[config.mk]
export PLATFORM = sky130hd
export DESIGN_NAME = seg_scan_driver_flat
export DESIGN_NICKNAME = d
export VERILOG_FILES = /design/src/rtl/seg_scan_driver_if.sv /design/src/rtl/seg_scan_driver.sv /design/src/flat_wrapper.sv
export SDC_FILE = /design/constraint.sdc
export NUM_CORES = 1
export LEC_CHECK = 0
export CORE_ASPECT_RATIO = 1.25
export CORE_UTILIZATION = 30
export DETAILED_ROUTE_END_ITERATION = 16
export GPL_TIMING_DRIVEN = 1
export PLACE_DENSITY_LB_ADDON = 0.2
export SYNTH_ARGS = -nofsm -noshare
export SYNTH_HDL_FRONTEND = slang
export SYNTH_SLANG_ARGS = --single-unit
[constraint.sdc]
create_clock -name clk -period 8.45 [get_ports clk]
set_input_delay 1.69 -clock clk [delete_from_list [all_inputs] [get_ports clk]]
set_output_delay 1.69 -clock clk [all_outputs]
set_load 0.03 [all_outputs]
[src/rtl/seg_scan_driver_if.sv]
// Bus between the symbol register and the 7-segment scan driver.
// The master drives the enable and the four symbol codes; the slave returns the digit strobes, segments and frame pulse.
interface seg_scan_if;
    logic       en;
    logic [2:0] d0;
    logic [2:0] d1;
    logic [2:0] d2;
    logic [2:0] d3;
    logic [3:0] ssd_ctl;
    logic [7:0] segs;
    logic       frame_done;

    modport master (
        output en, d0, d1, d2, d3,
        input  ssd_ctl, segs, frame_done
    );

    modport slave (
        input  en, d0, d1, d2, d3,
        output ssd_ctl, segs, frame_done
    );
endinterface

[src/rtl/seg_scan_driver.sv]
// Tear-free 4-digit common-anode 7-segment scanner with a per-frame window snapshot.
// Optional macro SEG_SCAN_BLANK_GAP_EN inserts a one-cycle all-off gap at each digit change (anti-ghosting).
module seg_scan_driver #(
    parameter int SCAN_DIV = 50000,
    parameter int CNT_W    = 16
) (
    input  logic      clk,
    input  logic      rst,
    seg_scan_if.slave bus
);
    typedef enum logic [0:0] {
        IDLE = 1'b0,
        SCAN = 1'b1
    } state_t;

    localparam logic [CNT_W-1:0] CNT_LAST = CNT_W'(SCAN_DIV - 1);
    localparam logic [CNT_W-1:0] CNT_ONE  = CNT_W'(1);

    state_t           state_r;
    logic [CNT_W-1:0] cnt_r;
    logic [1:0]       sel_r;
    logic [11:0]      snap_r;
    logic [3:0]       ssd_ctl_r;
    logic [7:0]       segs_r;
    logic             frame_done_r;
`ifdef SEG_SCAN_BLANK_GAP_EN
    logic             gap_r;
`endif

    logic             tick_s;
    state_t           state_next_s;
    logic [1:0]       sel_next_s;
    logic [11:0]      snap_next_s;
    logic             fd_next_s;

    // Active-low {a,b,c,d,e,f,g,dp}; dp stays dark.
    function automatic logic [7:0] glyph(input logic [2:0] code);
        logic [7:0] g;
        case (code)
            3'd0:    g = 8'b0000_0011;
            3'd1:    g = 8'b1001_1111;
            3'd2:    g = 8'b0010_0101;
            3'd3:    g = 8'b0000_1101;
            3'd4:    g = 8'b1001_1001;
            3'd5:    g = 8'b0100_1001;
            3'd6:    g = 8'b0100_0001;
            3'd7:    g = 8'b0001_1111;
            default: g = 8'hFF;
        endcase
        return g;
    endfunction

    function automatic logic [2:0] pick(input logic [11:0] win, input logic [1:0] idx);
        logic [2:0] c;
        case (idx)
            2'd0:    c = win[2:0];
            2'd1:    c = win[5:3];
            2'd2:    c = win[8:6];
            2'd3:    c = win[11:9];
            default: c = 3'd0;
        endcase
        return c;
    endfunction

    function automatic logic [3:0] digit_ctl(input logic [1:0] idx);
        return ~(4'b0001 << idx);
    endfunction

    // Next scan position, snapshot and frame pulse for the upcoming tick edge.
    always_comb begin
        tick_s       = bus.en && (cnt_r == CNT_LAST);
        state_next_s = state_r;
        sel_next_s   = sel_r;
        snap_next_s  = snap_r;
        fd_next_s    = 1'b0;
        if (tick_s) begin
            case (state_r)
                IDLE: begin
                    snap_next_s  = {bus.d3, bus.d2, bus.d1, bus.d0};
                    sel_next_s   = 2'd0;
                    state_next_s = SCAN;
                end
                SCAN: begin
                    if (sel_r == 2'd3) begin
                        sel_next_s  = 2'd0;
                        snap_next_s = {bus.d3, bus.d2, bus.d1, bus.d0};
                        fd_next_s   = 1'b1;
                    end else begin
                        sel_next_s  = sel_r + 2'd1;
                    end
                end
                default: begin
                    state_next_s = IDLE;
                    sel_next_s   = 2'd0;
                end
            endcase
        end else begin
            fd_next_s = 1'b0;
        end
    end

    // Prescaler, scan FSM and registered display outputs.
    always_ff @(posedge clk) begin
        if (rst) begin
            cnt_r        <= '0;
            sel_r        <= 2'd0;
            snap_r       <= 12'd0;
            state_r      <= IDLE;
            ssd_ctl_r    <= 4'b1111;
            segs_r       <= 8'hFF;
            frame_done_r <= 1'b0;
`ifdef SEG_SCAN_BLANK_GAP_EN
            gap_r        <= 1'b0;
`endif
        end else if (bus.en) begin
            cnt_r        <= tick_s ? '0 : (cnt_r + CNT_ONE);
            sel_r        <= sel_next_s;
            snap_r       <= snap_next_s;
            state_r      <= state_next_s;
            frame_done_r <= fd_next_s;
`ifdef SEG_SCAN_BLANK_GAP_EN
            // Blank for one cycle, then light the digit already latched in sel/snapshot.
            if (tick_s) begin
                ssd_ctl_r <= 4'b1111;
                segs_r    <= 8'hFF;
                gap_r     <= 1'b1;
            end else if (gap_r) begin
                ssd_ctl_r <= digit_ctl(sel_r);
                segs_r    <= glyph(pick(snap_r, sel_r));
                gap_r     <= 1'b0;
            end else begin
                gap_r     <= 1'b0;
            end
`else
            if (tick_s) begin
                ssd_ctl_r <= digit_ctl(sel_next_s);
                segs_r    <= glyph(pick(snap_next_s, sel_next_s));
            end
`endif
        end else begin
            // Frozen scan; the frame pulse still self-clears so it never stretches.
            frame_done_r <= 1'b0;
        end
    end

    assign bus.ssd_ctl    = ssd_ctl_r;
    assign bus.segs       = segs_r;
    assign bus.frame_done = frame_done_r;

endmodule

[src/flat_wrapper.sv]
// flat-port wrapper written by rule: the top's interface ports become plain ports
module seg_scan_driver_flat 
#(
    parameter int SCAN_DIV = 50000,
    parameter int CNT_W    = 16
)
  (clk, rst, bus_en, bus_d0, bus_d1, bus_d2, bus_d3, bus_ssd_ctl, bus_segs, bus_frame_done);
  seg_scan_if bus_i ();
  input  logic clk;
  input  logic rst;
  input wire logic [$bits(bus_i.en)-1:0] bus_en;
  input wire logic [$bits(bus_i.d0)-1:0] bus_d0;
  input wire logic [$bits(bus_i.d1)-1:0] bus_d1;
  input wire logic [$bits(bus_i.d2)-1:0] bus_d2;
  input wire logic [$bits(bus_i.d3)-1:0] bus_d3;
  output wire logic [$bits(bus_i.ssd_ctl)-1:0] bus_ssd_ctl;
  output wire logic [$bits(bus_i.segs)-1:0] bus_segs;
  output wire logic [$bits(bus_i.frame_done)-1:0] bus_frame_done;
  assign bus_i.en = bus_en;
  assign bus_i.d0 = bus_d0;
  assign bus_i.d1 = bus_d1;
  assign bus_i.d2 = bus_d2;
  assign bus_i.d3 = bus_d3;
  assign bus_ssd_ctl = bus_i.ssd_ctl;
  assign bus_segs = bus_i.segs;
  assign bus_frame_done = bus_i.frame_done;
  seg_scan_driver #(.SCAN_DIV(SCAN_DIV), .CNT_W(CNT_W)) u_core (.clk(clk), .rst(rst), .bus(bus_i));
endmodule
**Word level (Yosys, flattened, before mapping)**

Memories as Yosys holds them, arrays and structs flattened. A register that Yosys moved wholly into a read port is not among the register bits.
Index checks and enable logic that the tools add are counted.

- Muxes and demuxes: 12
- Reduce and logical (&&, ||, !) cells: 4
- Bitwise logic cells: 4
- Eq/ne operators: 5
- Shifts and indexed selects: 1
- Add/subtract/negate cells: 2

Operators with widths:

| operator | number |
|---|---|
| 12-bit two-way mux | 2 |
| 12-bit case mux with 2 select lines | 1 |
| 16-bit by 1-bit adder with 16-bit output (second input constant) | 1 |
| 16-bit == test (second input constant) | 1 |
| 16-bit two-way mux | 1 |
| 3-bit case mux with 4 select lines | 1 |
| 3-bit two-way mux | 3 |
| 2-bit == test (second input constant) | 3 |
| 2-bit two-way mux | 2 |
| 4-bit NOT | 1 |
| 2-bit case mux with 2 select lines | 1 |
| 4-bit OR reduction | 1 |
| 1-bit by 2-bit left shift with 4-bit output (first input constant) | 1 |
| 1-bit NOT | 3 |
| 2-bit by 1-bit adder with 2-bit output (second input constant) | 1 |
| 2-bit by 1-bit == test with 1-bit output (second input constant) | 1 |
| 2-bit logical NOT | 1 |
| 2-bit AND reduction | 1 |
| 1-bit logical AND | 1 |
| 1-bit two-way mux | 1 |

- Bits of input ports: 15
- Bits in registers: 44
- Logic and storage cells: 36
- Memory bits (read-only): 56
- Memories kept: 1
- Output and inout bits: 13

Memory list:

| memory | depth | bits a word | rd ports | clocked after memory_dff | write ports | RTL line | text |
|---|---|---|---|---|---|---|---|
| (name not given) | 8 | 7 | 1 | 1 | 0 | seg_scan_driver.sv:39 | `case (code)` |

**Logic depth before layout (Yosys ltp)**

Gate-level depths: netlist (run 1).

- Depth after elaboration: 9
- Gate-level depth with buffers: 11

**Worst setup path before layout (run 1)**

Ideal clock, no wire load.

- Path kind: input -> register
- Start: input port bus_en
- End: register u_core.segs_r[2] (netlist: u_core.bus.segs[2])
- Data required time: 8.313 ns
- Arrival: 3.881 ns
- Path slack: 4.432 ns
- Buffers on the path: 3
- Library setup time: 0.137 ns
- Cell stages on the path: 10
- Cells stage by stage: clkbuf_2 and4_1 nand4_2 dlymetal6s2s_1 clkbuf_1 a21oi_1 inv_1 ha_1 a2111oi_2 a211oi_1

- Longest elaborated chain between the ends: 7
- Elaborated cells on any way between the ends: 12

Ends and longest elaborated chain:

| what | RTL line | text |
|---|---|---|
| from (decl) | flat_wrapper.sv:11 | `input wire logic [$bits(bus_i.en)-1:0] bus_en;` |
| 1-bit logical AND | seg_scan_driver.sv:71 | `tick_s = bus.en && (cnt_r == CNT_LAST);` |
| 2-bit two-way mux | seg_scan_driver.sv:76 | `if (tick_s) begin` |
| 2-bit == test (tied with other cells) | seg_scan_driver.sv:55 | `case (idx)` |
| 3-bit case mux with 4 select lines | seg_scan_driver.sv:55 |  |
| 3-bit two-way mux | seg_scan_driver.sv:135 | `if (tick_s) begin` |
| 3-bit two-way mux | seg_scan_driver.sv:115 | `end else if (bus.en) begin` |
| 3-bit two-way mux | seg_scan_driver.sv:104 | `if (rst) begin` |
| to (decl) | seg_scan_driver.sv:24 | `logic [7:0] segs_r;` |

Several ways; a longest one is shown, not always the timed one. The select of a mux whose other input is x is not followed.
A chain may end at the register's enable or synchronous reset.

**Worst setup path in the final report (run 1)**

- Start: input port bus_en
- End: register u_core.segs_r[7] (netlist: u_core.bus.segs[7])

Same word-level chain as after synthesis.

==> results of run 1 <==
## path summary, 6_finish.rpt
check / end / cells past startpoint
setup reg to reg: u_core.bus.segs[2]$_SDFFE_PP1P_ / 10
setup / recovery: u_core.bus.segs[7]$_SDFFE_PP1P_ / 10
hold reg to reg: u_core.snap_r[6]$_SDFFE_PP0P_ / 2
hold / removal: u_core.snap_r[6]$_SDFFE_PP0P_ / 2
## metal layers
| layer | track usage | vias to the layer above | wire length [um] |
|---|---|---|---|
| met4 | 0.05315 | 0 | 90 |
| met1 | 0.1630 | 837 | 2300 |
| met2 | 0.2439 | 26 | 2428 |
| met3 | 0.03241 | 7 | 134 |
| met5 | 0 | - | 0 |
| li1 | - | 948 | - |
## cell usage after synthesis, drive strengths merged
cell,instances,share of area
nand2b,5,0.014
o21ai,11,0.024
a311oi,2,0.011
nand3b,1,0.0033
nor4,1,0.0028
a2111oi,3,0.015
o31ai,2,0.011
xor2,8,0.031
o21bai,3,0.010
a211oi,3,0.010
dlymetal6s2s,1,0.0055
o311ai,1,0.0072
and2,4,0.012
or3,2,0.0055
nor4b,2,0.014
dfxtp,43,0.38
inv,3,0.0050
nor3,13,0.031
mux4,2,0.020
nand2,36,0.060
ha,8,0.044
nor2b,6,0.017
buf,7,0.022
and3,2,0.0055
nor2,29,0.048
conb,1,0.0017
o221ai,1,0.0067
and4,4,0.017
nor3b,4,0.013
nand4,5,0.017
mux2i,4,0.018
clkbuf,9,0.016
a21oi,21,0.047
xnor2,4,0.016
and4bb,2,0.013
nand3,10,0.024
## power by group
group / total (mW) / switching (mW) / internal, mW
logic: 0.0147 / 0.00698 / 0.00772
registers: 0.204 / 0.000573 / 0.203
clock network: 0.165 / 0.0767 / 0.0882
total: 0.383 / 0.0842 / 0.299
## critical path: cells and delay by family
kind / cells / cell delay [ps]
and+or+nand+nor: 3 / 1310
adders and majority gates: 1 / 200
AOI/OAI and AO/OA: 4 / 1020
buffers and inverters: 2 / 750
## state kept, by name, summed over array words and instances, names as in the netlist
signal	cells
u_core.cnt_r	16
u_core.bus.segs	7
u_core.snap_r	12
u_core.bus.ssd_ctl	4
u_core.state_r	1
u_core.sel_r	2
u_core.bus.frame_done	1
## cell type report
cell class                      instances  area [um2]
Clock buffer                            5       68.82
Clock inverter                          3       43.79
Fill cell                             797        4661
Inverter                                3       11.26
Multi-Input combinational cell        200        1285
Sequential cell                        43       860.8
Tap cell                               92       115.1
Timing Repair Buffer                   27       267.8
## kinds of logic after synthesis
logic type               Yosys count  share of synthesized area
flip-flops                        43                     0.3818
AO/OA/AOI/OAI                     47                     0.1415
adder cells (fa/ha/maj)            8                    0.04440
AND/OR/NAND/NOR                  126                     0.2980
multiplexers                       6                    0.03774
other                              1                   0.001663
buffers and inverters             20                    0.04828
XOR/XNOR                          12                    0.04661
## through the flow
stage,instance area [um2],hold slack (ps)
after floorplan,2255,443.0
after global placement,2540,458.7
after global routing,2653,496.6
final,2653,475.0
after detailed placement,2540,463.1
after CTS,2653,476.0
==> flow_metrics.py, run 1 <==
metrics = {
    "outcome": {
        "status": "finished, final reports clean",
    },
    "routing": {
        "wl_per_cell_um": 13.28,
        "drcViolationCount": 0,
        "firstDrtPassIters": 4,
        "drtAntennaViolNets": 0,
        "vias_per_cell": 4.874,
        "via_count": 1818,
        "drt-total-wl_mm": 4.953,
        "drt_iter0_markers": 42,
    },
    "cts": {
        "cts_buffers": 5,
        "cts_sinks": 43,
        "tritoncts": "yes",
        "postCtsSetupRepairBufs": 0,
        "ctsResizeCount": 0,
        "path_clk_slew_ps": 90,
        "cts_max_path_buffers": 2,
        "root_buffer": "clkbuf_8",
        "hold_buffers": 0,
        "cts_max_level": 2,
        "worstSkewPairLatency_ps": 300,
    },
    "worst_setup_path": {
        "required_ps": 8620,
        "max_stage_delay_ps": 610,
        "cp_max_fo": 28,
        "path_cells": "clkdlybuf4s50_1 -> and4_1 -> nand4_2 -> nor3_1 -> o21ai_0 -> o31ai_2 -> inv_1 -> ha_1 -> a2111oi_0 -> a211oi_1",
        "rrSetupSlack_ps": 5030,
        "crit_start": "bus_en",
        "cp-end-kind": "register",
        "arrival_ps": 4970,
        "cp_slowest_cell": "nand4_2",
        "cp-start-kind": "input port",
        "r2r_start": "u_core.sel_r[0]$_SDFFE_PP0P_",
        "critPathKind": "in -> reg",
    },
    "synthesis": {
        "synth_cell_types": 51,
        "synth_nets": 286,
        "synth_area_per_cell_um2": 8.573,
        "yosys_warnings": 0,
        "synthCells": 263,
        "ys_seq_area_frac": 0.3818,
        "yosys_register_bits": 43,
        "synth.cell_area_um2": 2255,
    },
    "floorplanning": {
        "rows": 35,
        "die_width_um": 79.54,
        "die_y_um": 98.93,
        "core_um2": 7313,
        "io_pins": 28,
        "initial_utilization": 0.3083,
        "die-area_um2": 7868,
    },
    "placed_design": {
        "portBuffers": 26,
        "gp_congestion": 0.7295,
        "place_ws_ps": 3326,
        "dpl.hpwl_mm": 3.465,
        "place_inst": 365,
    },
    "timing": {
        "tightest_slew_ps": 806.4,
        "fin_setup_tns_ps": 0,
        "skew_ps": 16.30,
        "worst_slack_ps": 3640,
        "layout_min_cycle_time_ps": 4810,
        "rsz0062_at_grt": "false",
        "hold_violations": 0,
        "finalCritPeriodShare": 0.5692,
        "setup_viol": 0,
        "clock.fmax_mhz": 207.9,
        "maxSlewHeadroom": 0.4604,
        "report.final.slew_viol_count": 0,
    },
    "cells_and_area": {
        "final_common_cell": "dfxtp_1",
        "final_nets": 303,
        "final-instance-count-excl-fill": 373,
        "layout_common_cells": "dfxtp_1 (43), nand2_1 (36), nor2_1 (29), clkdlybuf4s50_1 (26), a21oi_1 (21)",
        "post-route-util": 0.3627,
        "syn_to_final_growth_pct": 17.65,
        "antenna_cells": 0,
        "drive_gt1_frac": 0.08897,
    },
    "worst_hold_path": {
        "hp-start": "u_core.snap_r[6]$_SDFFE_PP0P_",
        "hp-class": "reg -> reg",
    },
    "grt": {
        "grt_overflow": 0,
        "grtUsageTotal": 0.1399,
        "grt_max_degree": 37,
        "grt_pass1_vias": 1832,
        "grt_pass1_wl_mm": 8.638,
        "antenna_found_initial": 0,
    },
    "pwr": {
        "peakVddDrop_uv": 68.79,
        "power-per-cell-area_nw_per_um2": 144.5,
        "p_leak_nw": 0.9011,
        "power_mw": 0.3832,
    },
    "job": {
        "maxCapViolCount": 0,
    },
}
No activity file was read; power rests on OpenSTA's default activity.
==> run 2, diff against run 1 <==
Clock period 8.45 ns to 4.2 ns, I/O delays scaled along.
==> run 2 against run 1 <==
Register-to-register slack got worse by 3900 ps. Critical path depth increased by 1. Global-route usage decreased by 0.41 points. Routed wire length decreased by 0.67%. Via count increased by 1.7%. Total power increased by 120%. Cell area increased by 1.9%. Sequential share of layout area decreased by 0.60 points. Die area unchanged.
==> flow_metrics.py, run 2 (synthesized netlist as in run 1, its figures left out) <==
metrics = {
    "outcome": {
        "status": "finished, final reports clean",
    },
    "floorplanning": {
        "die_y_um": 98.93,
        "io_pins": 28,
        "rows": 35,
        "initial_utilization": 0.3083,
        "die-area_um2": 7868,
        "core_um2": 7313,
        "die_width_um": 79.54,
    },
    "worst_setup_path": {
        "required_ps": 4370,
        "cp-start-kind": "input port",
        "worst-r2r-cell-count": 10,
        "arrival_ps": 3590,
        "cp_max_fo": 17,
        "rr_endpoint": "u_core.bus.segs[1]$_SDFFE_PP1P_",
        "r2r_start": "u_core.sel_r[1]$_SDFFE_PP0P_",
        "critPathKind": "in -> reg",
        "crit_start": "bus_en",
        "rrSetupSlack_ps": 1090,
        "setup.worst_path.end": "u_core.bus.segs[7]$_SDFFE_PP1P_",
        "cp-end-kind": "register",
    },
    "grt": {
        "grt_overflow": 0,
        "grtUsageTotal": 0.1358,
        "grt_pass1_wl_mm": 8.452,
        "antenna_found_initial": 0,
        "grt_pass1_vias": 1774,
        "grt_max_degree": 21,
    },
    "cts": {
        "tritoncts": "yes",
        "cts_max_path_buffers": 2,
        "postCtsSetupRepairBufs": 0,
        "worstSkewPairLatency_ps": 300,
        "hold_buffers": 0,
        "path_clk_slew_ps": 90,
        "cts_max_level": 2,
        "root_buffer": "clkbuf_8",
        "ctsResizeCount": 0,
        "cts_sinks": 43,
        "cts_buffers": 5,
    },
    "timing": {
        "hold_violations": 0,
        "fin_setup_tns_ps": 0,
        "layout_min_cycle_time_ps": 3425,
        "setup_viol": 0,
        "report.final.slew_viol_count": 0,
        "finalCritPeriodShare": 0.8155,
        "tightest_slew_ps": 741.0,
        "clock.fmax_mhz": 292.0,
        "skew_ps": 13.31,
        "rsz0062_at_grt": "false",
        "maxSlewHeadroom": 0.5042,
    },
    "cells_and_area": {
        "final_common_cell": "dfxtp_1",
        "nFillCells": 762,
        "post-route-util": 0.3695,
        "layout_common_cells": "dfxtp_1 (43), nand2_1 (36), nor2_1 (29), clkdlybuf4s50_1 (26), a21oi_1 (21)",
        "area.sequential_um2": 860.8,
        "syn_to_final_growth_pct": 19.87,
        "multi_input_area_um2": 1285,
        "largest-register": "u_core.cnt_r",
        "largest_reg_flops": 16,
        "drive_gt1_frac": 0.09859,
        "antenna_cells": 0,
        "final_nets": 306,
    },
    "routing": {
        "vias_per_cell": 4.915,
        "firstDrtPassIters": 4,
        "wl_per_cell_um": 13.09,
        "drt_iter0_markers": 37,
        "drcViolationCount": 0,
        "drtAntennaViolNets": 0,
        "drt-total-wl_mm": 4.920,
        "via_count": 1848,
    },
    "pwr": {
        "power-per-cell-area_nw_per_um2": 310.0,
        "peakVddDrop_uv": 215.0,
        "p_leak_nw": 0.9270,
    },
    "job": {
        "maxCapViolCount": 0,
    },
    "worst_hold_path": {
        "hold-path-cell-count": 2,
        "hp-class": "reg -> reg",
    },
    "placed_design": {
        "portBuffers": 26,
        "gp_congestion": 0.7376,
        "dpl.hpwl_mm": 3.559,
    },
}
-- run 2: cell count changes in the layout (fill, tap and decap cells not counted), sizes merged --
cell / before / now
bufinv: 1 / 2
buf: 1 / 4
inv: 3 / 4
clkinv: 2 / 0
-- run 2: worst max-delay path, stage by stage --
cell,delay [ps]
clkdlybuf4s50_1,610
and4_1,330
nand4_2,110
buf_4,220
nor3_1,160
o21ai_0,110
o31ai_2,380
inv_1,150
ha_1,200
a2111oi_0,390
a211oi_1,70
-- run 2: layout make-up --
cell class	instances	share of cell area
Multi-Input combinational cell	200	0.4755
Clock buffer	5	0.02546
Clock inverter	3	0.02639
Timing Repair Buffer	30	0.1074
Inverter	3	0.004167
Sequential cell	43	0.3185
Tap cell	92	0.04259
-- run 2: metal layers --
| layer | share of wire | track usage | wire length (um) | up-vias |
|---|---|---|---|---|
| li1 | - | - | - | 956 |
| met1 | 0.45 | 0.1570 | 2196 | 868 |
| met2 | 0.52 | 0.2452 | 2571 | 20 |
| met3 | 0.021 | 0.02778 | 103 | 4 |
| met4 | 0.0098 | 0.04196 | 48 | 0 |
| met5 | 0 | 0 | 0 | - |
-- run 2: report_power, final --
group / switching, mW / total (mW) / internal (mW)
Combinational: 0.0139 / 0.0294 / 0.0155
Sequential: 0.00117 / 0.410 / 0.409
Clock: 0.157 / 0.398 / 0.242
Total: 0.172 / 0.838 / 0.666
-- run 2: worst min-delay path by stage --
stage / startpoint / to / slack (ps)
6_report: u_core.snap_r[2]$_SDFFE_PP0P_ / u_core.snap_r[2]$_SDFFE_PP0P_ / 470
5_1_grt: u_core.snap_r[7]$_SDFFE_PP0P_ / u_core.snap_r[7]$_SDFFE_PP0P_ / 500
4_1_cts: u_core.snap_r[2]$_SDFFE_PP0P_ / u_core.snap_r[2]$_SDFFE_PP0P_ / 480
3_5_place_dp: u_core.snap_r[2]$_SDFFE_PP0P_ / u_core.snap_r[2]$_SDFFE_PP0P_ / 470
3_3_place_gp: u_core.snap_r[6]$_SDFFE_PP0P_ / u_core.snap_r[6]$_SDFFE_PP0P_ / 460
2_1_floorplan: u_core.snap_r[6]$_SDFFE_PP0P_ / u_core.snap_r[6]$_SDFFE_PP0P_ / 440
-- run 2: stage by stage --
stage	cells	area (um2)	hold WS [ps]	setup slack [ps]	power [mW]
after floorplan	263	2255	443.0	1032	0.4335
after global placement	368	2562	460.1	460.3	0.4493
after detailed placement	368	2562	465.5	446.9	0.4494
after CTS	376	2703	478.8	729.4	0.8500
after global routing	376	2703	502.3	477.0	0.8719
final	376	2703	474.5	775.1	0.8378
